$ cat src/rtl/watch_button_frontend.sv
// watch_button_frontend: 1 Hz watch clock plus debounced mode/set pulses.
// Optional hold-to-repeat on set when WATCH_SET_AUTOREPEAT_EN is defined.
module watch_button_frontend #(
  parameter int unsigned CLK_HZ          = 32768,
  parameter int unsigned DEBOUNCE_CYCLES = 655,
  parameter int unsigned REPEAT_DELAY    = 2
) (
  input  logic clk,
  input  logic rst,
  input  logic btn_mode,
  input  logic btn_set,
  output logic watch_clk,
  output logic mode,
  output logic set
);

  localparam int unsigned CW = $clog2(CLK_HZ);
  localparam int unsigned DW =
    (DEBOUNCE_CYCLES < 2) ? 1 : $clog2(DEBOUNCE_CYCLES);

  if ((CLK_HZ % 2) != 0 || CLK_HZ < 4 ||
      DEBOUNCE_CYCLES < 1 || REPEAT_DELAY < 1) begin : g_bad_params
    $error("watch_button_frontend: illegal parameters");
  end

  typedef enum logic [1:0] {
    IDLE,
    ARMED,
    HIGH,
    GAP
  } pstate_e;

  typedef struct packed {
    logic    pend;
    pstate_e st;
  } pfsm_t;

  // One pulse FSM step; permit gates entry into HIGH.
  function automatic pfsm_t step(
    input pfsm_t cur,
    input logic  press,
    input logic  tick,
    input logic  permit
  );
    pfsm_t n;
    n = cur;
    unique case (cur.st)
      IDLE: begin
        n.pend = 1'b0;
        if (press) n.st = ARMED;
      end
      ARMED: begin
        if (press) n.pend = 1'b1;
        if (tick && permit) n.st = HIGH;
      end
      HIGH: begin
        if (press) n.pend = 1'b1;
        if (tick) n.st = GAP;
      end
      GAP: begin
        if (!tick) begin
          if (press) n.pend = 1'b1;
        end else if (cur.pend || press) begin
          n.pend = 1'b0;
          n.st   = permit ? HIGH : ARMED;
        end else begin
          n.st = IDLE;
        end
      end
      default: n = '{pend: 1'b0, st: IDLE};
    endcase
    return n;
  endfunction

  logic [CW-1:0] cnt;
  logic [CW-1:0] cnt_nxt;
  logic          fall_tick;

  assign fall_tick = (cnt == CW'(CLK_HZ - 1));
  assign cnt_nxt   = fall_tick ? '0 : cnt + 1'b1;

  always_ff @(posedge clk or negedge rst) begin
    if (!rst) begin
      cnt       <= '0;
      watch_clk <= 1'b0;
    end else begin
      cnt       <= cnt_nxt;
      watch_clk <= (cnt_nxt >= CW'(CLK_HZ / 2));
    end
  end

  // Index 0 is mode, index 1 is set.
  logic [1:0]    sync1;
  logic [1:0]    sync2;
  logic [1:0]    stable;
  logic [1:0]    hit;
  logic [1:0]    press;
  logic [DW-1:0] db_cnt [2];

  always_comb begin
    hit   = '0;
    press = '0;
    for (int i = 0; i < 2; i++) begin
      hit[i]   = (sync2[i] != stable[i]) &&
                 (db_cnt[i] == DW'(DEBOUNCE_CYCLES - 1));
      press[i] = hit[i] & sync2[i];
    end
  end

  always_ff @(posedge clk or negedge rst) begin
    if (!rst) begin
      sync1     <= '0;
      sync2     <= '0;
      stable    <= '0;
      db_cnt[0] <= '0;
      db_cnt[1] <= '0;
    end else begin
      sync1 <= {btn_set, btn_mode};
      sync2 <= sync1;
      for (int i = 0; i < 2; i++) begin
        if (sync2[i] == stable[i]) begin
          db_cnt[i] <= '0;
        end else if (hit[i]) begin
          db_cnt[i] <= '0;
          stable[i] <= ~stable[i];
        end else begin
          db_cnt[i] <= db_cnt[i] + 1'b1;
        end
      end
    end
  end

  logic set_press;

`ifdef WATCH_SET_AUTOREPEAT_EN
  localparam int unsigned HW = $clog2(REPEAT_DELAY + 2);

  logic [HW-1:0] hold_cnt;
  logic          rep_phase;
  logic          at_delay;

  assign at_delay  = (hold_cnt == HW'(REPEAT_DELAY));
  // Inject on every other fall_tick once the hold delay has elapsed.
  assign set_press = press[1] |
                     (fall_tick & stable[1] & at_delay & ~rep_phase);

  always_ff @(posedge clk or negedge rst) begin
    if (!rst) begin
      hold_cnt  <= '0;
      rep_phase <= 1'b0;
    end else if (!stable[1]) begin
      hold_cnt  <= '0;
      rep_phase <= 1'b0;
    end else if (fall_tick) begin
      if (!at_delay) hold_cnt <= hold_cnt + 1'b1;
      else rep_phase <= ~rep_phase;
    end
  end
`else
  assign set_press = press[1];
`endif

  pfsm_t mode_q;
  pfsm_t mode_d;
  pfsm_t set_q;
  pfsm_t set_d;

  // Mode always wins; set may only enter HIGH when mode will not be HIGH.
  always_comb begin
    mode_d = step(mode_q, press[0], fall_tick, 1'b1);
    set_d  = step(set_q, set_press, fall_tick, mode_d.st != HIGH);
  end

  always_ff @(posedge clk or negedge rst) begin
    if (!rst) begin
      mode_q <= '{pend: 1'b0, st: IDLE};
      set_q  <= '{pend: 1'b0, st: IDLE};
      mode   <= 1'b0;
      set    <= 1'b0;
    end else begin
      mode_q <= mode_d;
      set_q  <= set_d;
      mode   <= (mode_d.st == HIGH);
      set    <= (set_d.st == HIGH);
    end
  end

endmodule
$ cat config.mk
export PLATFORM = sky130hd
export DESIGN_NAME = watch_button_frontend
export DESIGN_NICKNAME = d
export VERILOG_FILES = /design/src/rtl/watch_button_frontend.sv
export SDC_FILE = /design/constraint.sdc
export NUM_CORES = 1
export LEC_CHECK = 0
export BUFFER_PORTS_ARGS = -buffer_cell sky130_fd_sc_hd__buf_2
export CORE_MARGIN = 5
export CORE_UTILIZATION = 55
export DETAILED_ROUTE_END_ITERATION = 6
export GPL_TIMING_DRIVEN = 0
export PLACE_DENSITY = 0.75
export SLEW_MARGIN = 20
export SYNTH_ARGS = -nofsm -noshare
export SYNTH_HDL_FRONTEND = slang
export SYNTH_SLANG_ARGS = --single-unit
$ cat constraint.sdc
create_clock -name clk -period 1.65 [get_ports clk]
set_clock_uncertainty 0.15 [all_clocks]
set_input_delay 0.2475 -clock clk [delete_from_list [all_inputs] [get_ports clk]]
set_output_delay 0.2475 -clock clk [all_outputs]
set_load 0.02 [all_outputs]
==> summary.txt <==
placed instance area - 2359 um2
NumNets Final - 246
Non-Filler Instances - 288
Cells after Synth - 208
initial antenna violation count - 0
failing checks - setup timing
RR Endpoint - set_q[0]
endpoint class of the critical path - register
Worst Setup Path Type - reg -> reg
post-route setup slack - -8.103 ps
First-pass DRT Iterations - 4
Final Cell Area - 2634 um2
Slew @ Worst Pin - 588.9 ps
Critical Path Source Type - register
Core Area - 3971 um2
leakage - 0.001149 uW
IO Port Bufs - 6
Slew Limit Fails - 0
EDFF count, synth - 0
final hold slack - 201.9 ps
clock root buffer - clkbuf_8
sequential element share of the synthesized area - 0.5460
Synth Net Count - 217
Critical R2R Launch - db_cnt[0]
effective utilization at floorplan - 0.5655
Req. time, crit path - 1710 ps
Layout area overhead - 17.27%
largest net degree at the start of global routing - 50
PD cells - 750.8 nW/um2
CP arrival - 1720 ps
setup slack, reg-to-reg - -8 ps
dpl cells - 264
CTS Sinks - 49
remaining antenna violation count - 0
Slew HR - 0.6074
reg2reg path depth - 7
Post-synth ARST share - 1.000
Worst Setup SP - db_cnt[0]
Antenna Diode Count - 0
maxcap violations - 0
Mapped Avg Cell Area - 10.80 um2
total wire length - 3.799 mm
outcome - finished with violations
TritonCTS clock tree - done
Vias - 1549
vias in the first global route - 1493
Yosys reg bits - 49
final setup violation count - 1
crit-path max FO - 4
Peak Freq - 603.1 MHz
Clock Latency Late Sink - 290 ps
gr ovfl total - 0
Synth Flop Type - dfrtp_1
Die Span X - 73.90 um
# rows - 23
Die Area - 5461 um2
min Tclk post-route - 1658 ps
layout cells sized above 1 - 0.2017
final hold violations - 0
RSZ-0062 raised after global routing - yes
Synth Cell Area - 2246 um2
Residual DRC - 0
Ports - 7
DP HPWL - 2.364 mm
Tcrit/Tclk final - 1.005
Die Height - 73.90 um
Final Wtd Congestion - 0.7315
first-pass GRT wire length - 6.568 mm
worst setup path endpoint - set_q[0]
setup TNS - -8.103 ps
DRT iter0 DRCs - 79
Warnings, synthesis - 0
worst min path class - reg -> reg
H-tree depth - 2
gr usage total - 0.1537
Synth cell types - 38
Max clock buf depth - 2
WL per Instance - 13.19 um
vias per cell - 5.378
Clk pin slew, worst setup/hold paths - 80 ps
Num CTS Buffers - 5
VDD IR-drop max - 0.4726 mV
==> final cells by class <==
cell class | instances | area (um2)
plain buffers | 2 | 31.28
clock buffers | 8 | 80.08
well taps | 50 | 62.56
multi-input cells | 153 | 1055
repair buffers | 23 | 167.7
flip-flops and latches | 49 | 1226
fillers | 297 | 1338
inverters | 3 | 11.26
==> power by group <==
group	switching [uW]	internal (uW)
sequential	15.0	1220
combinational	49.2	36.6
clock	359	302
total	423	1550
==> cells in the mapped netlist (3+ instances only) <==
master    number  area share
nor2b_1        3      0.0084
nand3_1       15       0.033
xor2_1        12       0.047
nor2_1        34       0.057
and3_1         3      0.0084
dfrtp_1       49        0.55
and4_1         5       0.019
nand2_1       16       0.027
xnor2_1       16       0.062
nand4_1        5       0.014
and2_1         3      0.0084
nand2b_1       3      0.0084
o21ai_0        6       0.013
nor3_1         4      0.0089
inv_1          3      0.0050
ha_1           5       0.028
==> cell usage in the layout (no fill, tap or decap), types with 2 or more instances in the layout <==
cell	count
and4_4	3
buf_2	5
nand2_4	2
nand2_1	15
xor2_1	12
and3_1	2
and4_1	2
nand2b_1	3
clkbuf_1	3
nand3_1	15
o21ai_0	4
inv_1	3
buf_4	15
dfrtp_1	49
nor2b_1	3
ha_1	3
o21ai_1	2
xnor2_1	16
nand4_1	5
dlygate4sd3_1	3
ha_2	2
and2_1	3
mux2_2	2
nor2_1	34
clkbuf_8	5
nor3_1	4
==> metrics by stage <==
stage,setup WS [ps],util,power [uW]
after floorplan,-29.81,-,1283
after global placement,-149.6,0.5939,1319
after detailed placement,-159.1,0.5939,1320
after CTS,-5.384,0.6418,2002
after global routing,-114.3,0.6632,2063
final,-8.103,0.6632,1978
==> repair_timing <==
item | in CTS | in global routing
hold buffers | 2 | 1
setup endpoints to repair | 32 | 24
buffers inserted | 9 | 5
gates cloned | 0 | 1
hold endpoints to repair | 2 | 49
resized for setup | 9 | 9
pin swaps | 4 | 9
==> worst min path at each step <==
stage / startpoint / to / slack, ps / cells past startpoint
after floorplan: rst / cnt[0] / -200 / 0
after global placement: sync1[1] / sync2[1] / 180 / 0
after detailed placement: sync1[1] / sync2[1] / 190 / 0
after CTS: rst / db_cnt[15] / 20 / 1
after global routing: sync1[1] / sync2[1] / 210 / 0
final: sync1[1] / sync2[1] / 200 / 0
==> registers in the layout (all words and copies together) (netlist names) <==
name / count
set_q: 3
stable: 2
mode_q: 3
sync1: 2
sync2: 2
set: 1
cnt: 15
mode: 1
db_cnt: 20
==> critical path, stage by stage, from the launching register on <==
cell     delay (ps)
dfrtp_1         390
inv_1            60
ha_1            140
nor4b_4         230
and4_4          290
buf_4           110
o22ai_2          60
a31oi_2         140
==> routing by layer <==
layer | part of all wire | vias up | GRT usage | wire (um)
met5 | 0 | - | 0 | 0
met4 | 0.014 | 0 | 0.05634 | 53
met3 | 0.024 | 5 | 0.02873 | 92
met2 | 0.48 | 17 | 0.2461 | 1824
met1 | 0.48 | 753 | 0.2088 | 1829
li1 | - | 774 | - | -
==> kinds of logic (layout without fill, tap and decap cells) <==
logic type,count (synthesis),in the layout,synth area share
compound gates,18,18,0.05906
xor+xnor,28,28,0.1092
fa+ha+maj,5,5,0.02786
buf+inv,7,36,0.02618
flops,49,49,0.5460
mux,2,2,0.01003
simple gates,99,100,0.2217
No activity file was read; power rests on OpenSTA's default activity.
